### src/rtl/mem_port_arbiter.sv
// mem_port_arbiter
//   Shares one OBI-style data memory port between two requesters.
//   Port 0 is the load/store unit and port 1 is instruction fetch.
//   The address phase is arbitrated round-robin. Once a request is shown
//   without a grant, it is locked so the address phase stays stable.
//   An in-order FIFO of issuer indices routes each response back to the
//   port that issued it.
// Ports
//   clk_i, rst_ni                  clock, async active-low reset
//   req_i/gnt_o                    per-port address-phase handshake
//   addr_i/we_i/be_i/wdata_i       per-port request payload
//   rvalid_o/rdata_o               per-port response valid, shared response data
//   mem_req_o/mem_gnt_i            shared port address-phase handshake
//   mem_addr_o/we/be/wdata         payload muxed from the selected port
//   mem_rvalid_i/mem_rdata_i       shared port response
//   err_o                          sticky: response arrived with nothing outstanding
module mem_port_arbiter #(
  parameter int unsigned DATA_WIDTH = 32,
  parameter int unsigned MAX_OUTSTD = 2
) (
  input  logic                       clk_i,
  input  logic                       rst_ni,
  input  logic [1:0]                 req_i,
  output logic [1:0]                 gnt_o,
  input  logic [1:0][DATA_WIDTH-1:0] addr_i,
  input  logic [1:0]                 we_i,
  input  logic [1:0][3:0]            be_i,
  input  logic [1:0][DATA_WIDTH-1:0] wdata_i,
  output logic [1:0]                 rvalid_o,
  output logic [DATA_WIDTH-1:0]      rdata_o,
  output logic                       mem_req_o,
  input  logic                       mem_gnt_i,
  output logic [DATA_WIDTH-1:0]      mem_addr_o,
  output logic                       mem_we_o,
  output logic [3:0]                 mem_be_o,
  output logic [DATA_WIDTH-1:0]      mem_wdata_o,
  input  logic                       mem_rvalid_i,
  input  logic [DATA_WIDTH-1:0]      mem_rdata_i,
  output logic                       err_o
);

  localparam int unsigned CW = $clog2(MAX_OUTSTD) + 1;
  localparam int unsigned PW = (MAX_OUTSTD > 1) ? $clog2(MAX_OUTSTD) : 1;

  logic [CW-1:0]         count_q, count_d;
  logic [PW-1:0]         wptr_q, wptr_d, rptr_q, rptr_d;
  logic [MAX_OUTSTD-1:0] fifo_q, fifo_d;   // issuer index per outstanding slot
  logic                  rr_q, rr_d;
  logic                  lock_q, lock_d, lock_idx_q, lock_idx_d;
  logic                  err_q, err_d;

  logic sel, full, empty, hs, pop;

  always_comb begin
    full  = (count_q == CW'(MAX_OUTSTD));
    empty = (count_q == '0);

    if (lock_q)             sel = lock_idx_q;
    else if (req_i == 2'b11) sel = rr_q;
    else                    sel = req_i[1];

    // Outputs are forced low while reset is held, not only after the first edge.
    mem_req_o = rst_ni && (|req_i) && !full;
    hs        = mem_req_o && mem_gnt_i;
    pop       = rst_ni && mem_rvalid_i && !empty;

    gnt_o      = '0;
    gnt_o[sel] = hs;
    rvalid_o   = '0;
    rvalid_o[fifo_q[rptr_q]] = pop;
    rdata_o    = mem_rdata_i;

    mem_addr_o  = addr_i[sel];
    mem_we_o    = we_i[sel];
    mem_be_o    = be_i[sel];
    mem_wdata_o = wdata_i[sel];

    fifo_d  = fifo_q;
    wptr_d  = wptr_q;
    rptr_d  = rptr_q;
    rr_d    = rr_q;
    if (hs) begin
      fifo_d[wptr_q] = sel;
      wptr_d = (wptr_q == PW'(MAX_OUTSTD - 1)) ? '0 : wptr_q + 1'b1;
      rr_d   = ~sel;
    end
    if (pop) rptr_d = (rptr_q == PW'(MAX_OUTSTD - 1)) ? '0 : rptr_q + 1'b1;
    count_d = count_q + CW'(hs) - CW'(pop);

    // A request stalled by the full FIFO is not visible on the bus, so the
    // lock neither sets nor clears then.
    lock_d     = lock_q;
    lock_idx_d = lock_idx_q;
    if (hs) begin
      lock_d = 1'b0;
    end else if (mem_req_o) begin
      lock_d     = 1'b1;
      lock_idx_d = sel;
    end

    err_d = err_q | (mem_rvalid_i && empty);
    err_o = err_q;
  end

  always_ff @(posedge clk_i or negedge rst_ni) begin
    if (!rst_ni) begin
      count_q    <= '0;
      wptr_q     <= '0;
      rptr_q     <= '0;
      fifo_q     <= '0;
      rr_q       <= 1'b0;
      lock_q     <= 1'b0;
      lock_idx_q <= 1'b0;
      err_q      <= 1'b0;
    end else begin
      count_q    <= count_d;
      wptr_q     <= wptr_d;
      rptr_q     <= rptr_d;
      fifo_q     <= fifo_d;
      rr_q       <= rr_d;
      lock_q     <= lock_d;
      lock_idx_q <= lock_idx_d;
      err_q      <= err_d;
    end
  end

endmodule

### config.mk
export PLATFORM = sky130hd
export DESIGN_NAME = mem_port_arbiter
export DESIGN_NICKNAME = d
export VERILOG_FILES = /design/src/rtl/mem_port_arbiter.sv
export SDC_FILE = /design/constraint.sdc
export NUM_CORES = 1
export LEC_CHECK = 0
export ABC_AREA = 1
export BUFFER_PORTS_ARGS = -buffer_cell sky130_fd_sc_hd__buf_2
export CORE_AREA = 3 3 110 112
export DETAILED_ROUTE_END_ITERATION = 6
export DIE_AREA = 0 0 113 115
export GPL_TIMING_DRIVEN = 1
export MAX_ROUTING_LAYER = met4
export PLACE_DENSITY = 0.5
export SYNTH_ARGS = -nofsm -noshare
export SYNTH_HDL_FRONTEND = slang
export SYNTH_SLANG_ARGS = --single-unit
### constraint.sdc
create_clock -name clk_i -period 1.4 [get_ports clk_i]
set_input_delay 0.28 -clock clk_i [delete_from_list [all_inputs] [get_ports clk_i]]
set_output_delay 0.28 -clock clk_i [all_outputs]
set_load 0.02 [all_outputs]
# Word level (Yosys, flattened, before mapping)
# Index checks and enable logic that the tools add are counted.
# Widths: inputs -> output; s select.
# totals
register_bits	10
# op_classes
n_lt_le_gt_ge	7
muxes	23
n_bitwise	5
add_sub_neg	4
eq_ne	2
n_reduce_logical	15
# ops
cell	n
$mux 32	4
$mux 1	13
$logic_and 1x1->1	9
$lt 1x2->1 const B	4
$mux 4	2
$and 2x2->2	2
$eq 2x2->1 const B	2
$demux 1 s1	3
$ge 1x1->1 const B	3
$add 1x1->1 const B	2
$add 2x1->2	1
$bwmux 2	1
$logic_not 1->1	2
$logic_not 2->1	1
$not 1->1	2
$reduce_and 2->1	1
$reduce_bool 2->1	1
$reduce_or 2->1	1
$sub 2x1->2	1
$or 1x1->1	1

# Logic depth before layout (Yosys ltp)
# depth
word_depth	8
depth_mapped	10
ltp_nobuf	10

# Worst setup path before layout
# Ideal clock, no wire load.
# synth_timing
path_kind	register -> register
start	reg count_q[1]
end	reg count_q[1]
path_buffers	0
setup_ps	118
synth_period_minus_slack_ps	1457
path_stages_with_launch	9
t_arrival_ps	1339
slack_ps	-57
path_cell_list	dfrtp_1 -> nand2_1 -> nand3_1 -> nand2_1 -> nand2_1 -> ha_1 -> xor2_1 -> nand3b_1 -> nand2_1
# synth_between
elab_chain_len	6
elab_cells_between_ends	9
classes_between	add/sub: 2; eq/ne: 1; reduce/logical: 6
# synth_rtl
item	line_no	source
from (decl)	45	logic [CW-1:0] count_q, count_d;
from (signal assigned)	116	count_q <= count_d;
$eq 2x2->1	55	full = (count_q == CW'(MAX_OUTSTD));
$logic_not 1->1	63	mem_req_o = rst_ni && (|req_i) && !full;
$logic_and 1x1->1	63	
$logic_and 1x1->1	64	hs = mem_req_o && mem_gnt_i;
$add 2x1->2	88	count_d = count_q + CW'(hs) - CW'(pop);
$sub 2x1->2 (*)	88	
net count_d[1]	45	
# The timed path passes the listed nets; every way through them passes the cells marked *.
# A chain may end at the register's enable or synchronous reset.

# Worst setup path in the final report
# layout_timing
start	reg rr_q
end	out mem_addr_o[7]
# layout_between
elab_chain_len	4
# layout_rtl
item	line_no	source
from (decl)	48	logic rr_q, rr_d;
from (signal assigned)	120	rr_q <= rr_d;
$mux 1	59	else if (req_i == 2'b11) sel = rr_q;
$mux 1	58	if (lock_q) sel = lock_idx_q;
$mux 32 (implied by the code) (2 in series)	73	mem_addr_o = addr_i[sel];
to (decl)	33	output logic [DATA_WIDTH-1:0] mem_addr_o,
# No other way between the ends. The select of a mux whose other input is x is not followed.

==> results.py <==
metrics = {
    "outcome": {
        "status": "complete, but fails checks",
        "violations": "negative setup slack",
    },
    "power": {
        "switching_share_pct": 49.1,
        "p_int_uw": 3990,
        "p_comb_share_pct": 86.0,
        "power_leakage_uw": 0.00219,
        "peakVddDrop_mv": 1.18,
        "seq_power_share_pct": 6.6,
        "p_sw_uw": 3850,
        "p_per_area_nw_per_um2": 2160,
        "p_clk_share_pct": 7.4,
    },
    "die": {
        "die_area_um2": 13000,
        "fp.coreArea_um2": 11300,
        "std_cell_rows": 39,
        "fp.dieH_um": 115,
        "die-width_um": 113,
        "start_util_pct": 14.9,
        "ioPinCount": 283,
    },
    "route": {
        "via_per_inst": 4.04,
        "drt-wirelength-per-cell_um": 13.4,
        "ant_nets": 0,
        "drt_iter0_drc": 113,
        "vias": 2703,
        "drc": 0,
        "drt-pass1-iter-count": 4,
        "wl_um": 8970,
    },
    "layout": {
        "stdcell_count": 669,
        "syn2layout_area_growth_pct": 115,
        "layout_commonest_cell": "nand2_1",
        "drive_gt1_share_pct": 57.9,
        "layout_common_cells": "nand2_1 (193), buf_2 (148), buf_6 (72), nand2_2 (26), buf_4 (21)",
        "finalNetCount": 703,
    },
    "setup_path": {
        "required_ns": 1.12,
        "crit_path_frequent_cell": "nand2_1",
        "endpoint": "mem_addr_o[7]",
        "r2r-end": "count_q[1]",
        "timing.rr.start": "count_q[1]",
        "path_class": "register to output pin",
        "r2r_slack_ns": -0.09,
        "start_kind": "register",
        "worstPathCellList": "o21ai_2 -> nand2_4 -> inv_8 -> buf_12 -> nand2_1 -> nand2_1 -> buf_6",
        "slowest_stage": "dfrtp_1",
        "cp_max_fo": 20,
        "worst_path_largest_cell_delay_ns": 0.39,
        "reg2reg_depth": 9,
        "end_kind": "output pin",
        "crit_start": "rr_q",
        "crit_arrival_ns": 1.51,
    },
    "synth": {
        "synth_cell_types": 21,
        "avgSynthCellArea_um2": 5.32,
        "synth_top_family_by_area": "simple AND/OR/NAND/NOR gates",
        "synth-compound-area-share_pct": 1.85,
        "yosys_warnings": 0,
        "synth-simple-area-share_pct": 55.0,
        "synthMuxAreaShare_pct": 0.592,
        "syn-num-nets": 495,
        "syn_inst": 318,
        "synth_area_um2": 1690,
        "yosysSeqAreaShare_pct": 14.8,
        "ys_ff_latch": 10,
        "synth_xor_area_share_pct": 1.04,
        "synthAdderAreaFrac_pct": 0.740,
    },
    "global_routing": {
        "grt_pass1_vias": 2511,
        "gr-total-overflow": 0,
        "grt_pass1_wl_um": 11300,
        "track_usage_pct": 10.7,
        "grt_max_degree": 41,
        "antenna_found_initial": 2,
    },
    "sta": {
        "hold_viol_final": 0,
        "finalCriticalPeriod_ns": 1.79,
        "fin_crit_sh_pct": 128,
        "tightestPinTransition_ns": 0.319,
        "setup_ws_ns": -0.395,
        "timing.fmax_ghz": 0.557,
        "final-setup-viol-count": 75,
        "rsz0062_at_grt": "yes",
        "finalClockSkew_ns": 0.00154,
        "relSlewSlack_pct": 78.3,
        "drv_slew": 0,
    },
    "clock_tree": {
        "cts_buffers": 3,
        "cts_tree": "built",
        "cts-root-buf": "clkbuf_16",
        "clock-sinks": 10,
        "clkLatencyLatePin_ns": 0.24,
        "path_clk_slew_ns": 0.04,
        "cts_max_path_buffers": 2,
        "htree_levels": 1,
    },
    "hold_path": {
        "hp-class": "primary input to async pin",
    },
    "run": {
        "maxCapViolCount": 0,
    },
    "place": {
        "gp_congestion": 0.796,
        "io_buffers": 218,
        "pre_cts_slack_ns": -0.264,
        "place_inst": 653,
        "hpwl_um": 6350,
    },
}
-- what timing repair did --
item | 4_1_cts | 5_1_grt
hold buffers | 0 | 0
gates cloned | 0 | 6
pin swaps | 11 | 17
setup endpoints to repair | 76 | 75
resized for setup | 132 | 66
buffers inserted | 0 | 5
-- Yosys cell counts --
| cell | number | area share (%) |
|---|---|---|
| a31o_2 | 1 | 0.52 |
| and2_1 | 1 | 0.37 |
| buf_2 | 1 | 0.30 |
| buf_4 | 32 | 14 |
| buf_6 | 14 | 9.3 |
| dfrtp_1 | 10 | 15 |
| ha_1 | 1 | 0.74 |
| inv_1 | 9 | 2.0 |
| inv_2 | 1 | 0.22 |
| mux2i_1 | 1 | 0.59 |
| nand2_1 | 224 | 50 |
| nand2_2 | 1 | 0.37 |
| nand3_1 | 6 | 1.8 |
| nand3b_1 | 1 | 0.44 |
| nand4_1 | 2 | 0.74 |
| nor2_1 | 7 | 1.6 |
| o21a_1 | 1 | 0.44 |
| o21ai_0 | 2 | 0.59 |
| o21ai_1 | 1 | 0.30 |
| xnor2_1 | 1 | 0.52 |
| xor2_1 | 1 | 0.52 |
-- through the flow --
stage	total power [uW]	setup TNS [ns]	area, um^2	hold slack (ns)	util (%)
after floorplan	3780	0	1710	-0.0156	-
after global placement	5010	-12.70	2780	0.256	24.5
after detailed placement	5090	-13.74	2780	0.264	24.5
after CTS	6850	-26.64	3280	0.0125	28.9
after global routing	8370	-33.94	3640	0.0244	32.1
final	7850	-25.55	3640	0.0140	32.1
-- cell families after synthesis --
family                   after synthesis
AND/OR/NAND/NOR                      242
buffers and inverters                 57
flip-flops                            10
AO/OA/AOI/OAI                          5
XOR/XNOR                               2
multiplexers                           1
adder cells (fa/ha/maj)                1
-- worst min-delay path by stage --
| stage | to | cells past startpoint | slack (ns) | start |
|---|---|---|---|---|
| 2_1_floorplan | count_q[0] | 0 | -0.02 | rst_ni |
| 3_3_place_gp | lock_idx_q | 2 | 0.26 | rst_ni |
| 3_5_place_dp | lock_idx_q | 2 | 0.26 | rst_ni |
| 4_1_cts | lock_idx_q | 2 | 0.01 | rst_ni |
| 5_1_grt | lock_idx_q | 2 | 0.02 | rst_ni |
| 6_report | lock_idx_q | 2 | 0.01 | rst_ni |
-- state kept, by name (all words and copies together), names as in the netlist --
register,cells
count_q,2
fifo_q,2
err_o,1
lock_idx_q,1
lock_q,1
rptr_q,1
rr_q,1
wptr_q,1
-- worst max-delay path, delay by kind of cell, from the launching register on --
kind                   cells  cell delay [ns]
AOI/OAI and AO/OA          1             0.16
buffers and inverters      3             0.42
DFF                        1             0.39
and+or+nand+nor            3             0.29
-- layout make-up --
| type | count | area, um^2 |
|---|---|---|
| clock buffers | 4 | 88.8 |
| flip-flops and latches | 10 | 250 |
| well taps | 143 | 179 |
| diodes | 1 | 2.50 |
| inverters | 10 | 47.5 |
| repair buffers | 250 | 1900 |
| multi-input cells | 251 | 1170 |
| fillers | 1256 | 7680 |
-- power groups by stage --
stage	registers (uW)	logic, uW	clock network [uW]
after floorplan	485	3300	0
after global placement	503	4510	0
after detailed placement	504	4580	0
after CTS	502	5770	585
after global routing	533	7230	600
final	517	6750	579
-- routing by layer --
| layer | track usage (%) | vias up | part of all wire (%) | wire length, um |
|---|---|---|---|---|
| met4 | 3.85 | 0 | 2.4 | 213 |
| met2 | 19.4 | 136 | 51 | 4580 |
| li1 | - | 1335 | - | - |
| met3 | 2.68 | 28 | 8.5 | 758 |
| met5 | - | - | 0 | 0 |
| met1 | 11.4 | 1204 | 38 | 3410 |
Power figures use the tool's default switching activity.
